===== src/rtl/stream_packet_summer.sv =====
// AXI-Stream packet summer: accumulates byte-masked beats and emits a two-beat
// summary (sum, then beat count). Define STREAM_SUMMER_SATURATE_EN to clamp the sum on overflow.
module stream_packet_summer #(
  parameter int TDATA_WIDTH = 32,
  parameter int CNT_WIDTH   = 16
) (
  input  logic                       axis_aclk,
  input  logic                       axis_areset,
  output logic                       s00_axis_tready,
  input  logic [TDATA_WIDTH-1:0]     s00_axis_tdata,
  input  logic [TDATA_WIDTH/8-1:0]   s00_axis_tstrb,
  input  logic                       s00_axis_tlast,
  input  logic                       s00_axis_tvalid,
  output logic                       m00_axis_tvalid,
  output logic [TDATA_WIDTH-1:0]     m00_axis_tdata,
  output logic [TDATA_WIDTH/8-1:0]   m00_axis_tstrb,
  output logic                       m00_axis_tlast,
  input  logic                       m00_axis_tready,
  output logic                       overflow,
  output logic [1:0]                 state
);

  localparam int NBYTES = TDATA_WIDTH / 8;

  typedef enum logic [1:0] {
    ACCUM    = 2'b00,
    SEND_SUM = 2'b01,
    SEND_CNT = 2'b10,
    UNUSED   = 2'b11
  } state_t;

  state_t                  state_reg;
  logic [TDATA_WIDTH-1:0]  acc_reg;
  logic [CNT_WIDTH-1:0]    cnt_reg;
  logic                    overflow_reg;
  logic                    s_tready_reg;
  logic                    m_tvalid_reg;
  logic                    m_tlast_reg;
  logic [TDATA_WIDTH-1:0]  m_tdata_reg;

  logic [TDATA_WIDTH-1:0]  masked_data;
  logic [TDATA_WIDTH:0]    acc_sum;
  logic [TDATA_WIDTH-1:0]  acc_next;
  logic [CNT_WIDTH-1:0]    cnt_next;
  logic [TDATA_WIDTH-1:0]  cnt_ext;
  logic                    ovf_next;
  logic                    beat_accept;

  // A cleared strobe bit zeroes its byte before it reaches the adder.
  generate
    for (genvar gi = 0; gi < NBYTES; gi++) begin : g_mask
      assign masked_data[gi*8 +: 8] = s00_axis_tdata[gi*8 +: 8] & {8{s00_axis_tstrb[gi]}};
    end
  endgenerate

  always_comb begin
    beat_accept = s00_axis_tvalid && s_tready_reg;
    acc_sum     = {1'b0, acc_reg} + {1'b0, masked_data};
    ovf_next    = overflow_reg | acc_sum[TDATA_WIDTH];
`ifdef STREAM_SUMMER_SATURATE_EN
    acc_next    = ovf_next ? {TDATA_WIDTH{1'b1}} : acc_sum[TDATA_WIDTH-1:0];
`else
    acc_next    = acc_sum[TDATA_WIDTH-1:0];
`endif
    cnt_next    = (cnt_reg == {CNT_WIDTH{1'b1}}) ? cnt_reg : cnt_reg + 1'b1;
    cnt_ext     = '0;
    cnt_ext[CNT_WIDTH-1:0] = cnt_reg;
  end

  always_ff @(posedge axis_aclk) begin
    if (axis_areset) begin
      state_reg    <= ACCUM;
      s_tready_reg <= 1'b0;
      m_tvalid_reg <= 1'b0;
      m_tlast_reg  <= 1'b0;
      m_tdata_reg  <= '0;
      acc_reg      <= '0;
      cnt_reg      <= '0;
      overflow_reg <= 1'b0;
    end else begin
      case (state_reg)
        ACCUM: begin
          s_tready_reg <= 1'b1;
          if (beat_accept) begin
            acc_reg      <= acc_next;
            cnt_reg      <= cnt_next;
            overflow_reg <= ovf_next;
            // The sum beat already includes the tlast beat itself.
            if (s00_axis_tlast) begin
              m_tdata_reg  <= acc_next;
              m_tvalid_reg <= 1'b1;
              s_tready_reg <= 1'b0;
              state_reg    <= SEND_SUM;
            end
          end
        end
        SEND_SUM: begin
          s_tready_reg <= 1'b0;
          if (m00_axis_tready) begin
            m_tdata_reg <= cnt_ext;
            m_tlast_reg <= 1'b1;
            state_reg   <= SEND_CNT;
          end
        end
        SEND_CNT: begin
          s_tready_reg <= 1'b0;
          if (m00_axis_tready) begin
            m_tvalid_reg <= 1'b0;
            m_tlast_reg  <= 1'b0;
            acc_reg      <= '0;
            cnt_reg      <= '0;
            overflow_reg <= 1'b0;
            s_tready_reg <= 1'b1;
            state_reg    <= ACCUM;
          end
        end
        default: begin
          state_reg    <= ACCUM;
          s_tready_reg <= 1'b0;
          m_tvalid_reg <= 1'b0;
          m_tlast_reg  <= 1'b0;
          m_tdata_reg  <= '0;
          acc_reg      <= '0;
          cnt_reg      <= '0;
          overflow_reg <= 1'b0;
        end
      endcase
    end
  end

  assign s00_axis_tready = s_tready_reg;
  assign m00_axis_tvalid = m_tvalid_reg;
  assign m00_axis_tdata  = m_tdata_reg;
  assign m00_axis_tstrb  = {NBYTES{1'b1}};
  assign m00_axis_tlast  = m_tlast_reg;
  assign overflow        = overflow_reg;
  assign state           = state_reg;

endmodule


===== config.mk =====
export PLATFORM = sky130hd
export DESIGN_NAME = stream_packet_summer
export DESIGN_NICKNAME = d
export VERILOG_FILES = /design/src/rtl/stream_packet_summer.sv
export SDC_FILE = /design/constraint.sdc
export NUM_CORES = 1
export LEC_CHECK = 0
export CORE_MARGIN = 10
export CORE_UTILIZATION = 69
export DETAILED_ROUTE_END_ITERATION = 16
export DONT_BUFFER_PORTS = 1
export HOLD_SLACK_MARGIN = 0.06
export MAX_ROUTING_LAYER = met4
export PLACE_DENSITY = 0.85
export REMOVE_ABC_BUFFERS = 1
export SYNTH_ARGS = -nofsm -noshare
export SYNTH_HDL_FRONTEND = slang
export SYNTH_SLANG_ARGS = --single-unit

===== constraint.sdc =====
create_clock -name axis_aclk -period 4.8 [get_ports axis_aclk]
set_clock_uncertainty 0.2 [all_clocks]
set_input_delay 0.48 -clock axis_aclk [delete_from_list [all_inputs] [get_ports axis_aclk]]
set_output_delay 0.48 -clock axis_aclk [all_outputs]
set_load 0.005 [all_outputs]

==> results of run 1 <==
## layout by cell type, fill, tap and decap left out, types with 17 or more instances in the layout
| master | instances |
|---|---|
| dfxtp_1 | 86 |
| a21o_1 | 18 |
| ha_1 | 33 |
| a21oi_1 | 59 |
| nand2_1 | 49 |
| nor2_1 | 58 |
| xor2_1 | 18 |
| nor3_1 | 17 |
| o21ai_0 | 28 |
| nand3_1 | 24 |
| a22o_1 | 30 |
| and2_1 | 33 |
## cells in the mapped netlist, drive strengths merged (4+ instances only)
cell / n
a211oi: 10
a21o: 22
a21oi: 59
a221oi: 6
a22o: 30
a22oi: 5
a31oi: 10
and2: 33
and3: 5
buf: 16
clkbuf: 29
dfxtp: 86
ha: 33
inv: 12
mux2i: 4
nand2: 49
nand2b: 7
nand3: 24
nand4: 15
nor2: 60
nor2b: 4
nor3: 18
nor4: 4
o21a: 9
o21ai: 32
o31ai: 5
or3: 8
xnor2: 16
xor2: 18
## logic make-up (layout without fill, tap and decap cells)
logic type	count (synthesis)	in the layout	synth area share, %
multiplexers	4	4	0.730
AND/OR/NAND/NOR	236	236	21.6
XOR/XNOR	34	34	5.43
other	1	4	0.0683
flip-flops	86	86	31.4
adder cells (fa/ha/maj)	34	34	7.89
buffers and inverters	58	32	5.93
AO/OA/AOI/OAI	213	213	27.0
## routing by layer
layer	vias to the layer above	GRT usage, %	part of all wire, %
met5	-	-	0
met4	0	8.55	2.1
met3	33	7.08	8.3
met2	188	42.8	50
met1	2316	26.9	40
li1	2368	-	-
## metrics by stage
stage	hold slack, ns	instances	instance area (um2)
after floorplan	0.230	623	5220
after global placement	0.241	727	5370
after detailed placement	0.246	727	5370
after CTS	0.0881	745	5610
after global routing	0.103	745	5610
final	0.0826	745	5610
## final cells by class
| cell class | instances | share of cell area (%) |
|---|---|---|
| Clock buffer | 9 | 2.21 |
| Multi-Input combinational cell | 525 | 61.7 |
| Inverter | 12 | 0.803 |
| Timing Repair Buffer | 4 | 0.803 |
| Sequential cell | 86 | 30.7 |
| Tap cell | 102 | 2.28 |
| Clock inverter | 7 | 1.54 |
## power groups by stage
stage | clock network, mW | registers (mW) | logic (mW)
floorplan | 0 | 0.772 | 0.191
global placement | 0 | 0.780 | 0.240
detailed placement | 0 | 0.781 | 0.246
CTS | 0.555 | 0.765 | 0.254
global route | 0.591 | 0.769 | 0.284
finish | 0.561 | 0.765 | 0.256
## how the worst max path moves through the flow
stage / cells past startpoint / endpoint / startpoint / slack, ns
3_5_place_dp: 12 / overflow / s00_axis_tdata[0] / 1.51
5_1_grt: 8 / cnt_reg[14] / state[0] / 1.41
2_1_floorplan: 12 / overflow / s00_axis_tdata[0] / 1.75
4_1_cts: 4 / acc_reg[30] / state[0] / 1.73
3_3_place_gp: 12 / overflow / s00_axis_tdata[0] / 1.58
6_report: 4 / acc_reg[30] / state[0] / 1.73
## timing repair
action,CTS,global route
hold endpoints to repair,36,0
hold buffers,2,0
resized for setup,0,0
setup endpoints to repair,0,0
==> impl_metrics.yaml, run 1 <==
run_status:
  status: "finished, final reports clean"
clock_tree:
  numCtsBuffers: 9
  cts_setup_buffers: 0
  htree_levels: 3
  clock-sinks: 86
  cts_tree: "built"
  clock-root-buffer: "clkbuf_8"
  clock_latency_ns: 0.37
  path_clk_slew_ns: 0.10
  clockBufferDepth: 2
worst_hold_path:
  hold_start: "axis_areset"
  holdCritPathClass: "input pin to flip-flop"
  min_path_cells: 2
  hold_path_end: "state[0]"
setup_path:
  r2r-end: "acc_reg[30]"
  end_kind: "flip-flop"
  rrSetupSlack_ns: 1.73
  slowest_stage: "nor2_1"
  crit_path_cell_trace: "nor2_1 > o21a_1 > nor2_1 > a221o_1"
  arrival_ns: 3.19
  worstPathMaxFanout: 20
  critical_path.top_delay_family: "simple AND/OR/NAND/NOR gates"
  worstSetupPathType: "flip-flop to flip-flop"
  cp_slowest_stage_delay_ns: 1.04
  cpMostUsedCell: "nor2_1"
  ff2ff_path_depth: 4
  r2r_start: "state[0]"
  cp_num_buf_inv: 0
  crit_path_start_kind: "flip-flop"
  critPathRequiredTime_ns: 4.91
sta:
  hold_viol_final: 0
  setup_slack_ns: 1.73
  period_minus_slack_ns: 3.07
  slew_viol_final: 0
  tightest_slew_ns: 1.23
  post-route-period-util_pct: 64.0
  maxSlewHeadroom_pct: 17.4
  setup_tns_ns: 0
  clock.fmax_ghz: 0.325
  rsz0062_at_grt: "no"
  setup_violations: 0
global_route:
  gr-usage-all-layers_pct: 24.9
  antenna_found_initial: 0
  grt_pass1_vias: 4874
  grt_first_pass_wirelength_um: 23400
  grt_overflow: 0
  grt_max_degree: 36
die:
  initial_core_util_pct: 71.0
  die_h_um: 109
  io-pin-count: 83
  fp.coreArea_um2: 7730
  die_w_um: 109
  rows: 32
  die_area_um2: 11900
power_and_ir_drop:
  pwr-share-clk_pct: 35.4
  seq_power_share_pct: 48.4
  ir_drop_uv: 203
  power_leakage_nw: 2.29
  power.switching_mw: 0.494
  comb_power_share_pct: 16.2
  p_int_mw: 1.09
  swShare_pct: 31.2
  pwr_density_cell_nw_per_um2: 282
  p_total_mw: 1.58
yosys:
  netlist_area_um2: 5490
  synth_top_area_share_pct: 31.4
  async_reset_ff_share_pct: 0
  ys.flop_type: "dfxtp_1"
  yosys_warnings: 0
  synth-edff-count: 0
  synthTopCellsByArea: "dfxtp_1, ha_1, a21oi_1, a22o_1, nor2_1"
  seq_area_frac_synth_pct: 31.4
  synth_top_cell_by_area: "dfxtp_1"
  ys_seq_elements: 86
  ys_types: 73
  syn_area_per_cell_um2: 8.24
  syn_inst: 666
cells_and_area:
  antennaDiodeCount: 0
  fillers: 628
  utilization_pct: 72.6
  seq_area_um2: 1720
  multi_input_area_um2: 3460
  area_growth_pct: 2.19
  layout.nets: 713
  drive_above_1_share_pct: 6.38
drt:
  drc: 0
  vias: 4905
  ant_nets: 0
  drtPass1Iterations: 5
  viasPerCell: 6.58
  dr.first_iter.drc_count: 251
  totalWireLength_um: 14300
  wl_per_cell_um: 19.2
place:
  place_congestion: 0.903
  portBuffers: 0
  dpl.hpwl_um: 10600
  place_ws_ns: 1.51
job:
  maxCapViolCount: 0
Power figures use the tool's default switching activity.
==> inputs of run 2 (changes only) <==
Settings changed: CORE_UTILIZATION 69 to 58, PLACE_DENSITY 0.85 to 0.76.
Clock period 4.8 ns to 2.8 ns, I/O delays scaled along.
==> run 2 against run 1 <==
Hold slack worse by 0.014 ns. Setup slack got worse by 1.7 ns. Combinational power increased by 110%. Critical path type unchanged. Highest routed layer unchanged. Via count increased by 4.7%. Largest power group unchanged. The run now ends with negative setup slack left. Critical endpoint unchanged. Register-to-register slack lost 1.7 ns. Die area grew 15%.
==> impl_metrics.yaml, run 2 (synthesis gave the netlist of run 1 again) <==
run_status:
  status: "finished with violations"
  violations: "negative setup slack"
drt:
  ant_nets: 0
  viasPerCell: 6.19
  wl_per_cell_um: 18.9
  dr.first_iter.drc_count: 313
  drtPass1Iterations: 5
  vias: 5136
  drc: 0
  totalWireLength_um: 15700
setup_path:
  crit_path_cell_trace: "ha_4 > inv_2 > fa_2 > nor2b_2 > o211ai_1 > a211oi_4 > a21bo_2 > a21o_1 > nor3_2 > a32o_2 > a221o_1"
  r2r_start: "acc_reg[0]"
  arrival_ns: 2.87
  startpoint: "acc_reg[0]"
  end_kind: "flip-flop"
  worstSetupPathType: "flip-flop to flip-flop"
  crit_path_start_kind: "flip-flop"
  worstPathMaxFanout: 3
  cp_slowest_stage_delay_ns: 0.36
  slowest_stage: "dfxtp_2"
  critical_path.top_delay_family: "compound AO/OA/AOI/OAI gates"
  critPathRequiredTime_ns: 2.86
  cp_num_buf_inv: 1
place:
  portBuffers: 0
  dpl.hpwl_um: 11700
  place_congestion: 0.963
global_route:
  grt_pass1_vias: 5014
  grt_overflow: 0
  gr-usage-all-layers_pct: 23.5
  antenna_found_initial: 0
  grt_max_degree: 41
  grt_first_pass_wirelength_um: 25100
sta:
  rsz0062_at_grt: "yes"
  post-route-period-util_pct: 101
  maxSlewHeadroom_pct: 42.2
  setup_violations: 1
  setup_tns_ns: -0.0141
  tightest_slew_ns: 0.866
  hold_viol_final: 0
  slew_viol_final: 0
  holdWs_ns: 0.0689
  setup_slack_ns: -0.0141
  period_minus_slack_ns: 2.81
  clock.fmax_ghz: 0.355
cells_and_area:
  final_cell_mix: "dfxtp_1, nor2_1, buf_4"
  layout.nets: 771
  antennaDiodeCount: 0
  area_growth_pct: 14.0
  drive_above_1_share_pct: 16.5
  final_common_cell: "dfxtp_1"
power_and_ir_drop:
  ir_drop_uv: 301
  comb_power_share_pct: 18.5
  power.switching_mw: 0.876
  pwr_density_cell_nw_per_um2: 462
  swShare_pct: 30.3
  p_int_mw: 2.02
  pwr-share-clk_pct: 36.3
  power_leakage_nw: 2.62
  seq_power_share_pct: 45.2
clock_tree:
  cts_tree: "built"
  clockBufferDepth: 2
  clock_latency_ns: 0.37
  htree_levels: 3
  numCtsBuffers: 9
  clock-root-buffer: "clkbuf_8"
  path_clk_slew_ns: 0.10
  clock-sinks: 86
die:
  die_area_um2: 13800
  io-pin-count: 83
  die_h_um: 117
  initial_core_util_pct: 59.4
  die_w_um: 117
  rows: 35
  fp.coreArea_um2: 9240
job:
  maxCapViolCount: 0
worst_hold_path:
  holdCritPathClass: "input pin to flip-flop"
  hold_start: "axis_areset"
## run 2: worst paths after layout
path / slack (ns) / cells after the start / end
setup / recovery: -0.01 / 11 / acc_reg[30]
hold / removal: 0.07 / 3 / m00_axis_tdata[28]
setup reg to reg: -0.01 / 11 / acc_reg[30]
hold reg to reg: 0.26 / 2 / acc_reg[13]
## run 2: power groups by stage
| stage | clock (mW) | sequential (mW) | combinational [mW] |
|---|---|---|---|
| 2_1_floorplan | 0 | 1.32 | 0.328 |
| 3_3_place_gp | 0 | 1.33 | 0.472 |
| 3_5_place_dp | 0 | 1.33 | 0.486 |
| 4_1_cts | 1.06 | 1.31 | 0.514 |
| 5_1_grt | 1.11 | 1.31 | 0.589 |
| 6_report | 1.05 | 1.31 | 0.535 |
## run 2: area by class of cell
type,instances,area (um2)
tap,129,161
timing repair buffer,62,488
inverter,12,45.0
clock buffer,9,124
sequential,86,1720
multi-input combinational,525,3600
fill,803,2990
clock inverter,7,115
## run 2: worst reg2reg max path: cells and delay by family, from the launching register on
kind / cells / cell delay (ns)
AOI/OAI and AO/OA: 6 / 1.43
adders and majority gates: 2 / 0.47
buffers and inverters: 1 / 0.03
DFF: 1 / 0.36
and+or+nand+nor: 2 / 0.21
## run 2: routing by layer
layer	track usage (%)	routed length, um
met1	26.6	6290
met3	5.40	1230
met5	-	0
met2	39.9	7820
met4	8.07	354
## run 2: per-stage QoR
stage / utilization, % / worst slack [ns] / instances / power [mW] / instance area [um2]
after floorplan: - / -0.0936 / 623 / 1.65 / 5220
after global placement: 62.4 / -0.167 / 803 / 1.80 / 5760
after detailed placement: 62.4 / -0.245 / 803 / 1.82 / 5760
after global routing: 67.7 / -0.114 / 830 / 3.01 / 6250
after CTS: 66.4 / -0.121 / 826 / 2.88 / 6140
final: 67.7 / -0.0141 / 830 / 2.89 / 6250
## run 2: what timing repair did
item / 4_1_cts / 5_1_grt
hold endpoints to repair: 40 / 0
gates cloned: 0 / 0
hold buffers: 5 / 0
pin swaps: 21 / 9
buffers inserted: 5 / 4
endpoints found under the setup margin: 11 / 36
gates resized for setup: 15 / 17
